### config.mk
export PLATFORM = sky130hd
export DESIGN_NAME = combo_sender
export DESIGN_NICKNAME = d
export VERILOG_FILES = /design/src/rtl/combo_sender.sv
export SDC_FILE = /design/constraint.sdc
export NUM_CORES = 1
export LEC_CHECK = 0
export CAP_MARGIN = 5
export CORE_ASPECT_RATIO = 0.75
export CORE_MARGIN = 3
export CORE_UTILIZATION = 40
export CTS_CLUSTER_DIAMETER = 40
export DETAILED_ROUTE_END_ITERATION = 10
export GPL_ROUTABILITY_DRIVEN = 0
export PLACE_DENSITY = 0.65
export SLEW_MARGIN = 0
export SYNTH_ARGS = -nofsm -noshare
export SYNTH_HDL_FRONTEND = slang
export SYNTH_SLANG_ARGS = --single-unit
### constraint.sdc
create_clock -name CLOCK_50 -period 6.14 [get_ports CLOCK_50]
set_input_delay 1.228 -clock CLOCK_50 [delete_from_list [all_inputs] [get_ports CLOCK_50]]
set_output_delay 1.228 -clock CLOCK_50 [all_outputs]
set_load 0.02 [all_outputs]
### src/rtl/combo_sender.sv
// Transmit side of a combination-lock entry interface: presents each digit on
// SW_OUT, then strobes PB_N low and releases it with lock-friendly slow timing.
module combo_sender #(
    parameter int unsigned DIGITS       = 4,
    parameter int unsigned DIGIT_W      = 4,
    parameter int unsigned SETUP_CYCLES = 131072,
    parameter int unsigned PRESS_CYCLES = 262144,
    parameter int unsigned GAP_CYCLES   = 262144,
    parameter int unsigned CNT_W        = 20,
    localparam int unsigned IDX_W       = (DIGITS > 1) ? $clog2(DIGITS) : 1,
    localparam int unsigned CODE_W      = DIGITS * DIGIT_W
) (
    input  logic               CLOCK_50,
    input  logic               RESET_N,
    input  logic               START,
    input  logic               ABORT,
    input  logic [CODE_W-1:0]  CODE,
    output logic [DIGIT_W-1:0] SW_OUT,
    output logic               PB_N,
    output logic               BUSY,
    output logic               DONE,
    output logic [IDX_W-1:0]   DIGIT_IDX
);

    localparam logic [CNT_W-1:0] SETUP_T  = CNT_W'(SETUP_CYCLES - 1);
    localparam logic [CNT_W-1:0] PRESS_T  = CNT_W'(PRESS_CYCLES - 1);
    localparam logic [CNT_W-1:0] GAP_T    = CNT_W'(GAP_CYCLES - 1);
    localparam logic [IDX_W-1:0] LAST_IDX = IDX_W'(DIGITS - 1);

    typedef enum logic [1:0] {
        S_IDLE,
        S_SETUP,
        S_PRESS,
        S_GAP
    } state_t;

    state_t             state_q, state_d;
    logic [CNT_W-1:0]   timer_q, timer_d;
    logic [CODE_W-1:0]  shreg_q, shreg_d;
    logic [DIGIT_W-1:0] sw_q, sw_d;
    logic               pb_n_q, pb_n_d;
    logic               busy_q, busy_d;
    logic               done_q, done_d;
    logic [IDX_W-1:0]   idx_q, idx_d;
    logic               abort_q, abort_d;
    logic [CODE_W-1:0]  shifted_c;

    // Next-state and registered-output computation
    always_comb begin
        state_d   = state_q;
        timer_d   = timer_q;
        shreg_d   = shreg_q;
        sw_d      = sw_q;
        pb_n_d    = pb_n_q;
        busy_d    = busy_q;
        done_d    = 1'b0;
        idx_d     = idx_q;
        abort_d   = abort_q;
        shifted_c = shreg_q >> DIGIT_W;

        if (state_q == S_IDLE) begin
            // ABORT outranks START so a simultaneous request sends nothing
            if (START && !ABORT) begin
                shreg_d = CODE;
                sw_d    = CODE[DIGIT_W-1:0];
                idx_d   = '0;
                busy_d  = 1'b1;
                pb_n_d  = 1'b1;
                timer_d = SETUP_T;
                state_d = S_SETUP;
            end
        end else if (ABORT && !abort_q) begin
            // Cancel: force a full release gap so the receiver sees a clean edge
            pb_n_d  = 1'b1;
            timer_d = GAP_T;
            abort_d = 1'b1;
            state_d = S_GAP;
        end else if (timer_q != '0) begin
            timer_d = timer_q - CNT_W'(1);
        end else begin
            case (state_q)
                S_SETUP: begin
                    pb_n_d  = 1'b0;
                    timer_d = PRESS_T;
                    state_d = S_PRESS;
                end
                S_PRESS: begin
                    pb_n_d  = 1'b1;
                    timer_d = GAP_T;
                    state_d = S_GAP;
                end
                default: begin
                    if (abort_q || idx_q == LAST_IDX) begin
                        done_d  = !abort_q;
                        busy_d  = 1'b0;
                        sw_d    = '0;
                        idx_d   = '0;
                        abort_d = 1'b0;
                        pb_n_d  = 1'b1;
                        timer_d = '0;
                        state_d = S_IDLE;
                    end else begin
                        shreg_d = shifted_c;
                        sw_d    = shifted_c[DIGIT_W-1:0];
                        idx_d   = idx_q + IDX_W'(1);
                        timer_d = SETUP_T;
                        state_d = S_SETUP;
                    end
                end
            endcase
        end
    end

    always_ff @(posedge CLOCK_50 or negedge RESET_N) begin
        if (!RESET_N) begin
            state_q <= S_IDLE;
            timer_q <= '0;
            shreg_q <= '0;
            sw_q    <= '0;
            pb_n_q  <= 1'b1;
            busy_q  <= 1'b0;
            done_q  <= 1'b0;
            idx_q   <= '0;
            abort_q <= 1'b0;
        end else begin
            state_q <= state_d;
            timer_q <= timer_d;
            shreg_q <= shreg_d;
            sw_q    <= sw_d;
            pb_n_q  <= pb_n_d;
            busy_q  <= busy_d;
            done_q  <= done_d;
            idx_q   <= idx_d;
            abort_q <= abort_d;
        end
    end

    assign SW_OUT    = sw_q;
    assign PB_N      = pb_n_q;
    assign BUSY      = busy_q;
    assign DONE      = done_q;
    assign DIGIT_IDX = idx_q;

endmodule

### Word-level counts from Yosys, hierarchy flattened

Cells that the tools add are included.

| cells by class | value |
|---|---|
| add/sub/neg operators | 2 |
| equality and inequality tests | 11 |
| muxes and demuxes | 47 |
| bitwise gates (word level) | 1 |
| reduce and logical (&&, ||, !) cells | 17 |

Operators with widths:

| kind | number |
|---|---|
| two-way mux 16 bit | 6 |
| two-way mux 20 bit | 4 |
| two-way mux 4 bit | 6 |
| two-way mux 2 bit | 10 |
| nonzero test 20 bit | 1 |
| subtractor 20 x 1 -> 20 bit (second input constant) | 1 |
| two-way mux 18 bit | 1 |
| two-way mux 1 bit | 17 |
| two-way mux 17 bit | 1 |
| AND reduction 5 bit | 2 |
| inequality test 2 bit (second input constant) | 4 |
| AND reduction 4 bit | 2 |
| inequality test 2 x 1 -> 1 bit (second input constant) | 3 |
| nonzero test 5 bit | 1 |
| == test 2 bit (second input constant) | 2 |
| case mux 2 bit (2 select lines) | 1 |
| nonzero test 2 bit | 2 |
| inequality test 3 bit (second input constant) | 1 |
| AND reduction 3 bit | 1 |
| adder 2 x 1 -> 2 bit (second input constant) | 1 |
| == test 2 x 1 -> 1 bit (second input constant) | 1 |
| logical AND 1 bit | 2 |
| logical NOT 1 bit | 2 |
| logical NOT 2 bit | 1 |
| 5 further kinds | 5 |

| word-level totals | value |
|---|---|
| register bits after elaboration | 48 |
| input bits | 20 |

### Depth between registers and ports, before layout

Gate-level depths: netlist of the first run.

| logic depth | value |
|---|---|
| depth after elaboration | 7 |
| depth in mapped cells | 8 |
| gate-level depth less buffers | 7 |

### Worst setup path after synthesis of the first run

No wires, ideal clock.

| timing path | value |
|---|---|
| path kind | register to register |
| from | register timer_q[10] |
| to | register busy_q (netlist: BUSY) |
| arrival | 2,526 ps |
| data required time | 6,022 ps |
| setup slack | 3,496 ps |
| cell stages (with the launch flop) | 7 |
| buffers on the path | 1 |
| cells stage by stage | dfrtp_1 -> or4_4 -> or4_4 -> buf_6 -> or3_1 -> or4_1 -> a21o_1 |

| between the ends | value |
|---|---|
| cells in the longest elaborated chain, start to end | 3 |

RTL lines:

| element | RTL line | text |
|---|---|---|
| from (decl) | 38 | `logic [CNT_W-1:0] timer_q, timer_d;` |
| from (signal assigned) | 127 | `timer_q <= timer_d;` |
| nonzero test 20 bit | 78 | `end else if (timer_q != '0) begin` |
| inequality test 2 bit (no line) | n/a |  |
| AND reduction 5 bit (no line) | n/a |  |
| to (signal assigned) | 131 | `busy_q <= busy_d;` |
| to (decl) | 42 | `logic busy_q, busy_d;` |

No other way between the ends.
A chain may end at the register's enable or synchronous reset.

### Final worst setup path of the first run

| timing path | value |
|---|---|
| from | input port ABORT |
| to | register shreg_q[10] |

| between the ends | value |
|---|---|
| cells in the longest elaborated chain, start to end | 4 |
| elaborated cells on any way between the ends | 6 |
| those cells by class | eq/ne: 2; reduce/logical: 4 |

RTL lines:

| element | RTL line | text |
|---|---|---|
| from (decl) | 16 | `input logic ABORT,` |
| logical NOT 1 bit | 63 | `if (START && !ABORT) begin` |
| logical AND 1 bit | 63 |  |
| inequality test 2 x 1 -> 1 bit (no line) | n/a |  |
| AND reduction 5 bit (no line) * | n/a |  |
| to (signal assigned) | 128 | `shreg_q <= shreg_d;` |
| to (decl) | 39 | `logic [CODE_W-1:0] shreg_q, shreg_d;` |

Every way passes the cells marked *; elsewhere a longest branch is shown, timed or not.

==> results.md, run 1 <==
* Layout cells sized above 1 at 0.140
* DP Area at 2830 sq um
* Worst-Skew Late Latency at 310 ps
* Vias per std cell at 5.84
* Post-Syn Area at 2480 sq um
* Syn. warnings at 0
* Max Freq at 327 MHz
* Critical path class: in -> reg
* Total wire length at 5850 microns
* Final ANT Viol Nets at 0
* Crit. End Element: register
* Final cycle utilization of the critical path at 0.498
* Setup Viol. Count Final at 0
* Hold crit path type: reg -> reg
* Die ar. at 7200 sq um
* I/O Pins at 29
* Measured slew at the worst slew-check pin at 991 ps
* Ant. Diodes at 0
* Post-cts sizing count at 0
* Sequential power share at 0.439
* H-tree levels at 2
* Critical path required time at 6330 ps
* CTS tree: built
* Die X at 97.0 microns
* Vias in the first global route at 1971
* Nets at 303
* Grt met2 use at 0.258
* Syn nets at 276
* Met3 Track Usage GR at 0.0309
* DRC at 0
* #FFs+latches synth at 44
* CP cell instances: clkdlybuf4s50_1 > nor4_1 > nand2b_1 > nor4_4 > nor2_1 > mux2_2
* RSZ-0062 raised after global routing: no
* Num CTS Buffers at 5
* Clock power frac at 0.201
* Slew margin rel. at 0.340
* Cell row count at 24
* Max_cap viols at 0
* Pwr Density at 397 nW/um^2
* CTS Sinks at 44
* Initial DRC Count at 95
* Clock Tree Buf Depth at 2
* Sw Ratio at 0.364
* Combinational fraction of design power at 0.360
* # hold bufs at CTS at 0
* Post-CTS Repair Setup Buffers at 0
* Area grow syn2layout at 18.8%
* Maximum VDD drop at 0.000146 V
* Initial Util at 0.420
* First-pass GRT wire length at 9970 microns
* Largest net degree at the start of global routing at 45
* WL/cell at 16.4 microns
* Critical path peak fanout at 12
* CTS Root Cell: clkbuf_8
* Core area at 5920 sq um
* Global Route met1 Usage at 0.251
* Total negative slack at 0 ps
* Vias at 2078
* GRT busiest layer: met2
* DR pass1 iterations at 5
* Outcome: completed
* Cell area after layout at 2950 sq um
* Skew final at 9.32 ps
* Largest stage delay on the critical path at 480 ps
* Fin. Hold Viols at 0
* HPWL after DPL at 4090 microns
* Chip Height at 74.2 microns
* Avg Cell Area, Syn at 9.93 sq um
* Sequential area share after synthesis at 0.444
* Clock slew at reported path FFs at 90 ps
* Crit-path slowest cell: clkdlybuf4s50_1
* Count of cell types in the netlist at 44
* Leakage dissipation at 0.00123 uW
* Cells after synthesis at 250
* Pint at 744 uW
* Initial antenna violation count at 0
* Sw Pwr at 425 uW
* Port Buffers at 28
* Final slew viol count at 0
* GRT overflow at 0
* Final min period at 3060 ps
* Worst Path Arrival at 3250 ps
* Gr usage total at 0.171
* Startpoint types: input pin
[synthesized netlist by cell type, drive strengths merged]
master / n / area (sq um)
or4: 5 / 45.0
o211ai: 1 / 7.51
nor2: 16 / 60.1
o21ai: 4 / 20.0
a21o: 8 / 60.1
a31oi: 23 / 144
and4: 1 / 8.76
a41oi: 2 / 17.5
o31ai: 3 / 22.5
nand3: 3 / 15.0
nand2: 21 / 78.8
xnor2: 1 / 8.76
inv: 10 / 37.5
ha: 6 / 75.1
o22a: 10 / 87.6
and4b: 1 / 10.0
buf: 5 / 30.0
a21boi: 1 / 7.51
dfstp: 1 / 26.3
a211oi: 1 / 7.51
a2bb2oi: 6 / 52.6
and3: 1 / 6.26
nor2b: 2 / 12.5
clkbuf: 7 / 26.3
o31a: 1 / 8.76
a21oi: 9 / 45.0
nor3: 7 / 40.0
nand4: 1 / 6.26
dfrtp: 43 / 1080
nand3b: 1 / 7.51
mux2: 17 / 191
and2: 1 / 6.26
a22o: 9 / 78.8
or3: 4 / 25.0
or2: 3 / 18.8
nand2b: 3 / 18.8
nor4: 10 / 77.6
a22oi: 1 / 7.51
nor3b: 1 / 7.51
[per-layer routing]
metal,vias up,share of wire
met5,-,0
li1,1008,-
met1,1012,0.52
met3,7,0.045
met4,0,0.013
met2,51,0.42
[layout by cell type, fill, tap and decap left out, types with 2 or more instances in the layout]
master            n
a21o_1            8
a21oi_1           8
a22o_1            9
a2bb2oi_1         6
a31oi_1          23
a41oi_1           2
buf_4             4
clkbuf_8          5
clkdlybuf4s50_1  27
dfrtp_1          43
ha_1              6
inv_1            10
mux2_2           17
nand2_1          21
nand2b_1          3
nand3_1           3
nor2_1           16
nor2b_1           2
nor3_1            6
nor4_1            9
o21ai_0           4
o22a_1           10
o31ai_1           3
or2_2             3
or3_1             4
or4_1             3
or4_4             2
[worst max-delay path, delay by kind of cell]
| kind | cells | cell delay, ps |
|---|---|---|
| and+or+nand+nor | 4 | 1170 |
| buffers and inverters | 1 | 480 |
| muxes | 1 | 370 |
[kinds of logic after synthesis]
group,count (synthesis),synth area share
compound gates,79,0.228
fa+ha+maj,6,0.0302
simple gates,81,0.179
mux,17,0.0771
xor+xnor,1,0.00353
flops,44,0.444
buf+inv,22,0.0378
[stage by stage]
stage / setup slack (ps) / total power (uW) / hold WS, ps / instances / utilization
3_3_place_gp: 2830 / 926 / 459 / 348 / 0.479
2_1_floorplan: 3500 / 795 / 453 / 250 / -
5_1_grt: 2850 / 1250 / 500 / 356 / 0.498
6_report: 3080 / 1170 / 487 / 356 / 0.498
3_5_place_dp: 2750 / 939 / 470 / 348 / 0.479
4_1_cts: 3070 / 1180 / 492 / 356 / 0.498
[cell type report]
class | count | area (sq um)
Tap cell | 78 | 97.6
Timing Repair Buffer | 32 | 305
Clock buffer | 5 | 68.8
Sequential cell | 44 | 1100
Multi-Input combinational cell | 184 | 1290
Clock inverter | 3 | 46.3
Inverter | 10 | 37.5
Fill cell | 551 | 2970
[registers in the layout (all words and copies together) (netlist names)]
signal     cells
BUSY           1
DIGIT_IDX      2
DONE           1
PB_N           1
SW_OUT         4
abort_q        1
shreg_q       12
state_q        2
timer_q       20
[path summary, 6_finish.rpt]
check | start | cells past startpoint | slack [ps] | endpoint
min in group asynchronous | RESET_N | 1 | 1070 | SW_OUT[3]$_DFFE_PN0P_
min | SW_OUT[2]$_DFFE_PN0P_ | 1 | 490 | SW_OUT[2]$_DFFE_PN0P_
max reg2reg | timer_q[10]$_DFFE_PN0N_ | 5 | 3380 | shreg_q[10]$_DFFE_PN0P_
max in group asynchronous | RESET_N | 1 | 4460 | timer_q[2]$_DFFE_PN0N_
max | ABORT | 6 | 3080 | shreg_q[10]$_DFFE_PN0P_
min reg2reg | SW_OUT[2]$_DFFE_PN0P_ | 1 | 490 | SW_OUT[2]$_DFFE_PN0P_
[power groups by stage]
stage	registers [uW]	logic (uW)	clock network [uW]
after floorplan	514	281	0
after global placement	514	412	0
after detailed placement	517	421	0
after CTS	513	423	241
after global routing	535	461	252
final	513	421	235
Note: power is estimated with default switching activity, not from simulation.
==> run 2, diff against run 1 <==
==> constraint.sdc (replaced) <==
create_clock -name CLOCK_50 -period 2.9 [get_ports CLOCK_50]
set_input_delay 0.58 -clock CLOCK_50 [delete_from_list [all_inputs] [get_ports CLOCK_50]]
set_output_delay 0.58 -clock CLOCK_50 [all_outputs]
set_load 0.02 [all_outputs]
==> run 2 against run 1 <==
Compared with the run above: sequential share of layout area is 0.85 points lower; wire length is 1.5% higher; critical path depth is 1 lower; die area stayed put; sequential power is 110% higher; first-iteration DRC count is 9.5% lower; cell count is 2.2% higher; worst setup slack worse by 2900 ps.
==> results.md, run 2 (synthesis gave the netlist of run 1 again) <==
* Chip Height at 74.2 microns (unchanged)
* Clock Tree Buf Depth at 2 (unchanged)
* Final ANT Viol Nets at 0 (unchanged)
* Post-cts sizing count at 0 (unchanged)
* Skew final at 13.3 ps (was 9.32 ps)
* Cell area after layout at 3020 sq um (was 2950 sq um)
* Critical path peak fanout at 10 (was 12)
* DP Area at 2900 sq um (was 2830 sq um)
* I/O Pins at 29 (unchanged)
* Crit. End Element: register (unchanged)
* Clock slew at reported path FFs at 100 ps (was 90 ps)
* HPWL after DPL at 4190 microns (was 4090 microns)
* WL/cell at 16.3 microns (was 16.4 microns)
* Total wire length at 5940 microns (was 5850 microns)
* Final cycle utilization of the critical path at 0.929
* Hold crit path type: in -> async (was reg -> reg)
* Critical path class: reg -> reg (was in -> reg)
* Dpl ws at 211 ps (was 2750 ps)
* Num CTS Buffers at 5 (unchanged)
* Nets at 311 (was 303)
* RSZ-0062 raised after global routing: no (unchanged)
* Max_cap viols at 0 (unchanged)
* Setup Viol. Count Final at 0 (unchanged)
* # hold bufs at CTS at 0 (unchanged)
* Largest Register: timer_q (unchanged)
* Leakage dissipation at 0.00127 uW (was 0.00123 uW)
* Largest stage delay on the critical path at 570 ps (was 480 ps)
* Die ar. at 7200 sq um (unchanged)
* Vias at 2135 (was 2078)
* Cell row count at 24 (unchanged)
* Final slew viol count at 0 (unchanged)
* Pwr Density at 828 nW/um^2 (was 397 nW/um^2)
* DR pass1 iterations at 4 (was 5)
* Worst-Skew Late Latency at 300 ps (was 310 ps)
* DRC at 0 (unchanged)
* Layout cells sized above 1 at 0.161 (was 0.140)
* CTS Root Cell: clkbuf_8 (unchanged)
* CTS tree: built (unchanged)
* Final hold slack at 422 ps (was 487 ps)
* Final WS setup at 206 ps (was 3080 ps)
* Startpoint types: register (was input pin)
* Outcome: completed (unchanged)
* Maximum VDD drop at 0.000358 V (was 0.000146 V)
* Gr usage total at 0.173 (was 0.171)
* Initial antenna violation count at 0 (unchanged)
* GRT overflow at 0 (unchanged)
* Port Buffers at 28 (unchanged)
* Max Freq at 371 MHz
* Max reg flops at 20 (unchanged)
* Area grow syn2layout at 21.5% (was 18.8%)
* Ant. Diodes at 0 (unchanged)
* CTS Sinks at 44 (unchanged)
* Core area at 5920 sq um (unchanged)
* Final min period at 2690 ps
* Measured slew at the worst slew-check pin at 975 ps (was 991 ps)
* Die X at 97.0 microns (unchanged)
* Worst Path Arrival at 2900 ps (was 3250 ps)
* H-tree levels at 2 (unchanged)
* Commonest non-fill, non-tap cell in the layout: dfrtp_1 (unchanged)
* Total negative slack at 0 ps (unchanged)
* First-pass GRT wire length at 10100 microns (was 9970 microns)
* Crit-path slowest cell: or4_4 (was clkdlybuf4s50_1)
* Post-CTS Repair Setup Buffers at 0 (unchanged)
* Slew margin rel. at 0.350 (was 0.340)
* Vias in the first global route at 2001 (was 1971)
* Most used cell, CP: or4_4
* Largest net degree at the start of global routing at 45 (unchanged)
* CP cell instances: or4_4 > or4_4 > or3_1 > or4_1 > a21o_1 (was clkdlybuf4s50_1 > nor4_1 > nand2b_1 > nor4_4 > nor2_1 > mux2_2)
* Initial DRC Count at 86 (was 95)
* Vias per std cell at 5.87 (was 5.84)
* Critical path required time at 3100 ps (was 6330 ps)
* Initial Util at 0.420 (unchanged)
* Most frequent cells in the layout: 43 x dfrtp_1, 27 x clkdlybuf4s50_1, 23 x a31oi_1, 21 x nand2_1, 17 x mux2_2 (unchanged)
* Fin. Hold Viols at 0 (unchanged)
==> run 2: changes by cell type in the layout (fill, tap and decap cells not counted) <==
cell,delta
buf_4,+7
a21oi_2,-1
a21oi_1,+1
buf_12,+1
==> run 2: power by group <==
| part | total (uW) | internal, uW | switching [uW] |
|---|---|---|---|
| combinational | 910 | 479 | 431 |
| sequential | 1090 | 854 | 241 |
| clock | 493 | 260 | 233 |
| total | 2500 | 1590 | 905 |
==> run 2: critical path: cells and delay by family (launching register included) <==
family           cells  cell delay (ps)
AND/OR/NAND/NOR      4             1980
AO/OA/AOI/OAI        1              190
flip-flops           1              420
==> run 2: area by class of cell <==
cell class              count  area [sq um]
flip-flops and latches     44          1100
clock inverters             3          46.3
inverters                  10          37.5
fillers                   540          2900
well taps                  78          97.6
repair buffers             40           378
clock buffers               5          68.8
multi-input cells         184          1290
==> run 2: final timing paths <==
kind	startpoint	to	slack (ps)	cells after the start
setup / recovery	timer_q[10]$_DFFE_PN0N_	BUSY$_DFFE_PN0P_	210	5
hold reg to reg	SW_OUT[3]$_DFFE_PN0P_	SW_OUT[3]$_DFFE_PN0P_	490	1
hold / removal	RESET_N	shreg_q[8]$_DFFE_PN0P_	420	1
setup reg to reg	timer_q[10]$_DFFE_PN0N_	BUSY$_DFFE_PN0P_	210	5
min in group CLOCK_50	SW_OUT[3]$_DFFE_PN0P_	SW_OUT[3]$_DFFE_PN0P_	490	1
max in group asynchronous	RESET_N	timer_q[2]$_DFFE_PN0N_	1860	1
==> run 2: stage by stage <==
stage / utilization / total power [uW] / std cells
3_5_place_dp: 0.490 / 2010 / 356
6_report: 0.510 / 2500 / 364
3_3_place_gp: 0.490 / 1980 / 356
4_1_cts: 0.510 / 2510 / 364
2_1_floorplan: - / 1680 / 250
5_1_grt: 0.510 / 2670 / 364
==> run 2: per-layer routing <==
metal  part of all wire  vias up  global-route usage
met1               0.52     1050               0.259
li1                   -     1025                   -
met4              0.012        0              0.0483
met5                  0        -                   0
met2               0.43       53               0.255
met3              0.037        7              0.0375
